===== src/rtl/render_frame_sched.sv =====
// render_frame_sched: tear-free scheduling of matrix updates into the renderer.
// Two requesters (0 = host, 1 = auto-rotate) offer a 256-bit matrix plus a
// 4-bit matrix state. A round-robin arbiter accepts one update into a shadow
// register. The shadow is copied to the active outputs at most once per
// vertical blanking period, so the wireframe never changes mid-frame.
//
// Handshake semantics (both request ports):
//   A transfer happens on a rising CLK edge where reqN_valid && reqN_ready.
//   Once reqN_valid is raised, the requester keeps it and its data stable
//   until that transfer edge. reqN_ready depends combinationally on the
//   valids and the arbiter, never on the request data. Ready is only ever
//   high in IDLE: both readys are high while no port is valid, otherwise
//   only the granted port is ready.
module render_frame_sched #(
    parameter int V_ACTIVE = 480,
    parameter int V_TOTAL  = 525
) (
    input  logic         CLK,
    input  logic         rst,
    input  logic [9:0]   v_cnt,
    input  logic         req0_valid,
    input  logic [255:0] req0_mtrx,
    input  logic [3:0]   req0_state,
    output logic         req0_ready,
    input  logic         req1_valid,
    input  logic [255:0] req1_mtrx,
    input  logic [3:0]   req1_state,
    output logic         req1_ready,
    output logic [255:0] mtrx_out,
    output logic [3:0]   state_out,
    output logic         commit,
    output logic         last_src,
    output logic         pending,
    output logic [15:0]  frame_cnt,
    output logic [1:0]   fsm_state
);

    localparam logic [9:0] V_ACT = 10'(V_ACTIVE);
    localparam logic [9:0] V_TOT = 10'(V_TOTAL);

    typedef enum logic [1:0] {
        S_IDLE    = 2'd0,
        S_PENDING = 2'd1,
        S_COMMIT  = 2'd2,
        S_HOLD    = 2'd3
    } state_t;

    state_t         state;
    state_t         state_next;

    logic [9:0]     v_cnt_q;
    logic           vblank;
    logic           vblank_rise;

    logic           rr_ptr;       // 0: port 0 wins a tie, 1: port 1 wins
    logic           both_valid;
    logic           grant;        // port selected by the arbiter this cycle
    logic           accept;       // handshake on the granted port
    logic           go_commit;    // shadow moves to the active outputs
    logic           commit_done;  // a commit already happened this blanking

    logic [255:0]   shadow_mtrx;
    logic [3:0]     shadow_state;
    logic           shadow_src;

    assign fsm_state = state;

    // Blanking detection; lines past the end of the frame also count as blanking.
    always_comb begin
        vblank      = (v_cnt >= V_ACT) || (v_cnt >= V_TOT);
        vblank_rise = vblank && (v_cnt_q < V_ACT);
    end

    // Round-robin arbitration: a lone valid port wins, a tie goes to rr_ptr.
    always_comb begin
        both_valid = req0_valid && req1_valid;
        grant      = 1'b0;
        if (both_valid) begin
            grant = rr_ptr;
        end else if (req1_valid) begin
            grant = 1'b1;
        end
    end

    // State register.
    always_ff @(posedge CLK) begin
        if (!rst) begin
            state <= S_IDLE;
        end else begin
            state <= state_next;
        end
    end

    // Next-state logic.
    always_comb begin
        state_next = state;
        case (state)
            S_IDLE: begin
                if (accept) begin
                    state_next = S_PENDING;
                end
            end
            S_PENDING: begin
                if (vblank && !commit_done) begin
                    state_next = S_COMMIT;
                end
            end
            S_COMMIT: begin
                state_next = S_HOLD;
            end
            S_HOLD: begin
                if (!vblank) begin
                    state_next = S_IDLE;
                end
            end
            default: begin
                state_next = S_IDLE;
            end
        endcase
    end

    // FSM outputs: readys, handshake strobe, commit strobe and pulse.
    always_comb begin
        req0_ready = 1'b0;
        req1_ready = 1'b0;
        accept     = 1'b0;
        go_commit  = 1'b0;
        commit     = 1'b0;
        case (state)
            S_IDLE: begin
                if (!req0_valid && !req1_valid) begin
                    req0_ready = 1'b1;
                    req1_ready = 1'b1;
                end else begin
                    req0_ready = !grant;
                    req1_ready = grant;
                end
                accept = (req0_valid && req0_ready) || (req1_valid && req1_ready);
            end
            S_PENDING: begin
                go_commit = vblank && !commit_done;
            end
            S_COMMIT: begin
                commit = 1'b1;
            end
            default: begin
            end
        endcase
    end

    // Line history and frame counter; frame_cnt wraps naturally at 16 bits.
    always_ff @(posedge CLK) begin
        if (!rst) begin
            v_cnt_q   <= 10'd0;
            frame_cnt <= 16'd0;
        end else begin
            v_cnt_q <= v_cnt;
            if (vblank_rise) begin
                frame_cnt <= frame_cnt + 16'd1;
            end
        end
    end

    // One-commit-per-blanking guard, re-armed by the first active line.
    always_ff @(posedge CLK) begin
        if (!rst) begin
            commit_done <= 1'b0;
        end else if (!vblank) begin
            commit_done <= 1'b0;
        end else if (go_commit) begin
            commit_done <= 1'b1;
        end
    end

    // Shadow capture on handshake; the pointer only moves when a tie was broken.
    always_ff @(posedge CLK) begin
        if (!rst) begin
            shadow_mtrx  <= 256'd0;
            shadow_state <= 4'd0;
            shadow_src   <= 1'b0;
            rr_ptr       <= 1'b0;
        end else if (accept) begin
            shadow_mtrx  <= grant ? req1_mtrx  : req0_mtrx;
            shadow_state <= grant ? req1_state : req0_state;
            shadow_src   <= grant;
            if (both_valid) begin
                rr_ptr <= !grant;
            end
        end
    end

    // Active outputs change only on the commit edge, which is always in blanking.
    always_ff @(posedge CLK) begin
        if (!rst) begin
            mtrx_out  <= 256'd0;
            state_out <= 4'd0;
            last_src  <= 1'b0;
        end else if (go_commit) begin
            mtrx_out  <= shadow_mtrx;
            state_out <= shadow_state;
            last_src  <= shadow_src;
        end
    end

    // Pending flag: set by a capture, cleared by the commit that consumes it.
    always_ff @(posedge CLK) begin
        if (!rst) begin
            pending <= 1'b0;
        end else if (accept) begin
            pending <= 1'b1;
        end else if (go_commit) begin
            pending <= 1'b0;
        end
    end

endmodule


===== config.mk =====
export PLATFORM = sky130hd
export DESIGN_NAME = render_frame_sched
export DESIGN_NICKNAME = d
export VERILOG_FILES = /design/src/rtl/render_frame_sched.sv
export SDC_FILE = /design/constraint.sdc
export NUM_CORES = 1
export LEC_CHECK = 0
export BUFFER_PORTS_ARGS = -buffer_cell sky130_fd_sc_hd__buf_2
export CAP_MARGIN = 10
export CELL_PAD_IN_SITES_DETAIL_PLACEMENT = 0
export CELL_PAD_IN_SITES_GLOBAL_PLACEMENT = 1
export CORE_AREA = 2 2 316 318
export DETAILED_ROUTE_END_ITERATION = 6
export DIE_AREA = 0 0 318 320
export GPL_ROUTABILITY_DRIVEN = 0
export GPL_TIMING_DRIVEN = 0
export PLACE_DENSITY = 0.53
export SYNTH_ARGS = -nofsm -noshare
export SYNTH_HDL_FRONTEND = slang
export SYNTH_SLANG_ARGS = --single-unit

===== constraint.sdc =====
create_clock -name CLK -period 2.68 [get_ports CLK]
set_input_delay 0.536 -clock CLK [delete_from_list [all_inputs] [get_ports CLK]]
set_output_delay 0.536 -clock CLK [all_outputs]
set_load 0.005 [all_outputs]

# [Yosys cells after proc, flatten, opt, wreduce, memory -nomap -nowiden]
# Cells that the tools add are included.
[totals] in_bits=534 out_inout_bits=283 register_bits=553 wordCells=58
[op_classes] order_cmp=3 addsub=1 n_mux=19 n_eq_ne=6 reduce_logical=17
[op_table] operator="$mux 256" count=1
[op_table] operator="$add 16x1->16 const B" count=1
[op_table] operator="$mux 1" count=13
[op_table] operator="$ge 10x10->1 const B" count=1
[op_table] operator="$ge 10x9->1 const B" count=1
[op_table] operator="$lt 10x9->1 const B" count=1
[op_table] operator="$pmux 2 s4" count=1
[op_table] operator="$logic_and 1x1->1" count=6
[op_table] operator="$mux 2" count=3
[op_table] operator="$ne 2x2->1 const B" count=3
[op_table] operator="$eq 2x2->1 const B" count=2
[op_table] operator="$logic_not 1->1" count=4
[op_table] operator="$mux 4" count=1
[op_table] operator="$reduce_and 2->1" count=2
[op_table] operator="$reduce_and 3->1" count=1
[op_table] operator="$eq 2x1->1 const B" count=1
[op_table] operator="$logic_not 2->1" count=1
[op_table] operator="$logic_or 1x1->1" count=2
[op_table] operator="$reduce_bool 2->1" count=1

# [Longest topological paths before layout]
[depth] ltp_word=10 mapped_depth=8 ltp_nobuf=5

# [Worst setup path after synthesis]
# OpenSTA, ideal clock, no wires.
[synth_path] kind="input to register" from="in v_cnt[5]" to="reg frame_cnt[11]" setup_slack_ps=732 setup_time_ps=70 n_path_buf=1 arrival_ps=1877 required_ps=2610 stages=5 cell_sequence="a41oi_4 -> or4b_4 -> buf_6 -> or4_1 -> a21oi_1"
[synth_between] elab_chain_len=3 word_cells_on_any_way=4 classes_between="order compare (2); reduce/logical (2)"
[synth_lines] item="start: declaration" line="20" source="input logic [9:0] v_cnt,"
[synth_lines] item="$ge 10x9->1 / $ge 10x10->1 (equally long branches)" line="70" source="vblank = (v_cnt >= V_ACT) || (v_cnt >= V_TOT);"
[synth_lines] item="$logic_or 1x1->1 (*)" line="70"
[synth_lines] item="$logic_and 1x1->1 (*)" line="71" source="vblank_rise = vblank && (v_cnt_q < V_ACT);"
[synth_lines] item="end signal: assignment" line="159" source="frame_cnt <= frame_cnt + 16'd1;"
[synth_lines] item="end: declaration" line="34" source="output logic [15:0] frame_cnt,"
# Mark *: on every way between the ends. The rest lies on a longest branch, timed or not.
# A chain may end at the register's enable or synchronous reset.

# [Worst setup path in the final report]
[layout_path] from="reg rr_ptr" to="out req0_ready"
[layout_between] elab_chain_len=5
[layout_lines] item="start: declaration" line="55" source="logic rr_ptr;"
[layout_lines] item="start signal: assignment" line="187" source="rr_ptr <= !grant;"
[layout_lines] item="$mux 1" line="78" source="if (both_valid) begin"
[layout_lines] item="$logic_not 1->1" line="135" source="req0_ready = !grant;"
[layout_lines] item="$mux 1" line="131" source="if (!req0_valid && !req1_valid) begin"
[layout_lines] item="$mux 1 (2 in series)" line="129" source="case (state)"
[layout_lines] item="end: declaration" line="24" source="output logic req0_ready,"
# No other way between the ends. The select of a mux whose other input is x is not followed.

==> results.py <==
metrics = {
    "clock_tree": {
        "clk_pin_slew_ns": 0.06,
        "clock-sinks": 548,
        "clockRootBuffer": "clkbuf_16",
        "cts_tree": "yes",
        "max-clock-path-buffers": 3,
        "clock_latency_ns": 0.61,
        "cts_buffers": 68,
        "ctsHtreeMaxLevel": 3,
    },
    "placement": {
        "port_buffers": 810,
        "place_ws_ns": -0.876,
        "dp_hpwl_um": 73900,
    },
    "worst_setup_path": {
        "path_buf_inv": 5,
        "cp_max_fo": 10,
        "crit_chain": "inv_1, a21boi_0, bufbuf_16, buf_8, buf_8, nor2b_1, buf_2",
        "critPathLaunchType": "flip-flop",
        "critPathTopFamily": "buffers and inverters",
        "max_stage_delay_ns": 0.32,
        "cp_common_cell": "buf_8",
        "crit_required_ns": 2.14,
        "crit_type": "flip-flop to primary output",
        "cpMaxStageDelayCell": "dfxtp_1",
        "end_kind": "primary output",
        "arrival_ns": 2.01,
    },
    "worst_hold_path": {
        "hp-class": "input pin to flip-flop",
    },
    "routing": {
        "first_pass_iters": 4,
        "vias": 20142,
        "ant_nets": 0,
        "drt_wl_total_um": 94700,
        "drtIter0Drc": 948,
        "routedWlPerCell_um": 20.4,
        "via_per_inst": 4.34,
        "drc": 0,
    },
    "synthesis": {
        "synth_fp_nets": 2967,
        "yosysSeqAreaShare": 0.515,
        "synth_most_common_cell": "dfxtp_1",
        "yosys.area.top_type_share": 0.515,
        "synth_area_leaders": "dfxtp_1 (51%), mux2i_1 (12%), nand2_1 (9.4%)",
        "ys_top_cells_by_count": "dfxtp_1 (548), nand2_1 (533), a21oi_1 (272), nor2_1 (272), mux2i_1 (261)",
        "synth_ff_type": "dfxtp_1",
        "yosysTopAreaCell": "dfxtp_1",
        "synth.cell_area_mm2": 0.0213,
        "synth_cell_types": 37,
        "synth_warnings": 0,
        "synth_cells": 2428,
        "synth_edf_count": 0,
        "syn_avg_cell_area_um2": 8.77,
        "ys_ff_latch": 548,
        "async_flop_share": 0,
    },
    "sta": {
        "fin_ws_ns": 0.130,
        "hold_viol_final": 0,
        "skew_ns": 0.0329,
        "tightest_slew_ns": 1.11,
        "relSlewSlack": 0.262,
        "rsz0062_at_grt": "false",
        "min_period_ns": 2.55,
        "setup_viol": 0,
        "slew_viol_final": 0,
        "finalCritPeriodShare": 0.951,
        "max_freq_mhz": 392,
    },
    "final_layout": {
        "final_nets": 3849,
        "final_layout_size_suffix_gt1_frac": 0.298,
        "areaGrowthSynthToFinish_pct": 37.7,
        "post-route-util": 0.299,
    },
    "floorplan": {
        "coreArea_mm2": 0.0980,
        "die_area_mm2": 0.102,
        "io_pins": 817,
        "rows": 115,
        "fp.dieH_um": 320,
        "die_w_um": 318,
        "initial_core_util": 0.217,
    },
    "grt": {
        "grt_pass1_vias": 19918,
        "grt_use_total": 0.179,
        "grt_antenna_before_repair": 8,
        "grt_pass1_wl_um": 135000,
        "grt_max_degree": 13,
        "overflow": 0,
    },
    "power_and_ir_drop": {
        "ir_worst_vdd_v": 0.000365,
        "powerDensity_mw_per_mm2": 939,
        "p_leak_nw": 12.4,
        "p_total_w": 0.0275,
    },
    "outcome": {
        "status": "complete, no violations",
    },
    "job": {
        "cap_violations": 0,
    },
}
-- timing repair --
action | 4_1_cts | 5_1_grt
cloned | 0 | 0
gates resized for setup | 35 | 33
setup buffers | 2 | 0
setup endpoints to repair | 305 | 113
hold buffers | 0 | 0
-- cell families (layout without fill, tap and decap cells) --
group / count (synthesis) / count (layout) / share of synthesized area
flip-flops: 548 / 548 / 0.515
XOR/XNOR: 7 / 7 / 0.00288
AO/OA/AOI/OAI: 552 / 552 / 0.163
AND/OR/NAND/NOR: 839 / 839 / 0.152
multiplexers: 261 / 261 / 0.123
buffers and inverters: 216 / 1143 / 0.0411
other: 0 / 1 / 0
adder cells (fa/ha/maj): 5 / 5 / 0.00294
-- cell usage in the layout (no fill, tap or decap), types with 2 or more instances in the layout --
cell	Yosys	layout
a21oi_1	272	272
xor2_1	2	2
a22oi_1	2	2
buf_8	0	2
clkinv_2	0	5
a41o_1	2	2
or3_1	4	4
inv_6	0	3
buf_1	19	15
dfxtp_1	548	548
nor2b_1	2	2
clkbuf_2	0	30
clkbuf_16	0	71
or4_1	6	6
and2_1	5	5
a211oi_1	260	260
inv_1	7	7
clkbuf_8	0	14
nand2_1	533	533
buf_4	0	2
nor2_1	272	272
clkinv_8	0	2
buf_2	45	855
nand3_1	9	9
a21boi_0	2	2
xnor2_1	5	5
o21ai_0	5	5
bufinv_16	0	4
mux2i_1	261	260
clkbuf_1	143	125
clkbuf_4	0	4
ha_1	5	4
o31ai_1	5	5
-- metrics by stage --
stage / hold slack [ns] / TNS (ns) / instances / instance area [um2]
after floorplan: 0.432 / 0 / 2428 / 21300
after global placement: 0.440 / -261.83 / 4525 / 27000
after detailed placement: 0.441 / -279.12 / 4525 / 27000
after CTS: 0.153 / 0 / 4642 / 29300
after global routing: 0.173 / 0 / 4642 / 29300
final: 0.211 / 0 / 4643 / 29300
-- report_power, final --
| part | leakage, nW | switching (W) | internal [W] | total (W) |
|---|---|---|---|---|
| clock | 1.10 | 0.00369 | 0.00562 | 0.00930 |
| sequential | 4.49 | 0.000981 | 0.0101 | 0.0111 |
| combinational | 6.84 | 0.00465 | 0.00253 | 0.00718 |
-- flip-flops by register name, indices dropped and copies added (netlist names) --
name,count
v_cnt_q,5
fsm_state,2
state_out,4
last_src,1
commit_done,1
shadow_state,4
shadow_mtrx,256
shadow_src,1
rr_ptr,1
pending,1
mtrx_out,256
frame_cnt,16
-- layer usage --
metal | vias up | GRT usage | share of wire | wire length [um]
li1 | 10124 | - | - | -
met1 | 9360 | 0.223 | 0.44 | 41600
met2 | 526 | 0.306 | 0.48 | 45500
met3 | 124 | 0.0415 | 0.053 | 5020
met4 | 8 | 0.0559 | 0.027 | 2520
met5 | - | 0 | 0.00062 | 59
-- final timing paths --
path | from | end | slack [ns] | cells past startpoint
worst max-delay path | rr_ptr$_SDFFE_PN0P_ | req0_ready | 0.13 | 7
worst min-delay path | v_cnt[5] | v_cnt_q[5]$_SDFF_PN0_ | 0.21 | 2
worst max register to register | rr_ptr$_SDFFE_PN0P_ | shadow_mtrx[165]$_SDFFE_PN0P_ | 0.14 | 7
worst min register to register | shadow_mtrx[214]$_SDFFE_PN0P_ | mtrx_out[214]$_SDFFE_PN0P_ | 0.44 | 2
-- area by class of cell --
class	count	area, um2
antenna	1	2.50
buffer	208	948
clock buffer	100	2030
clock inverter	15	211
fill	10714	68700
inverter	8	30.0
multi-input combinational	1664	9460
sequential	548	11000
tap	1287	1610
timing repair buffer	812	4070
(Power assumes the default switching activity.)
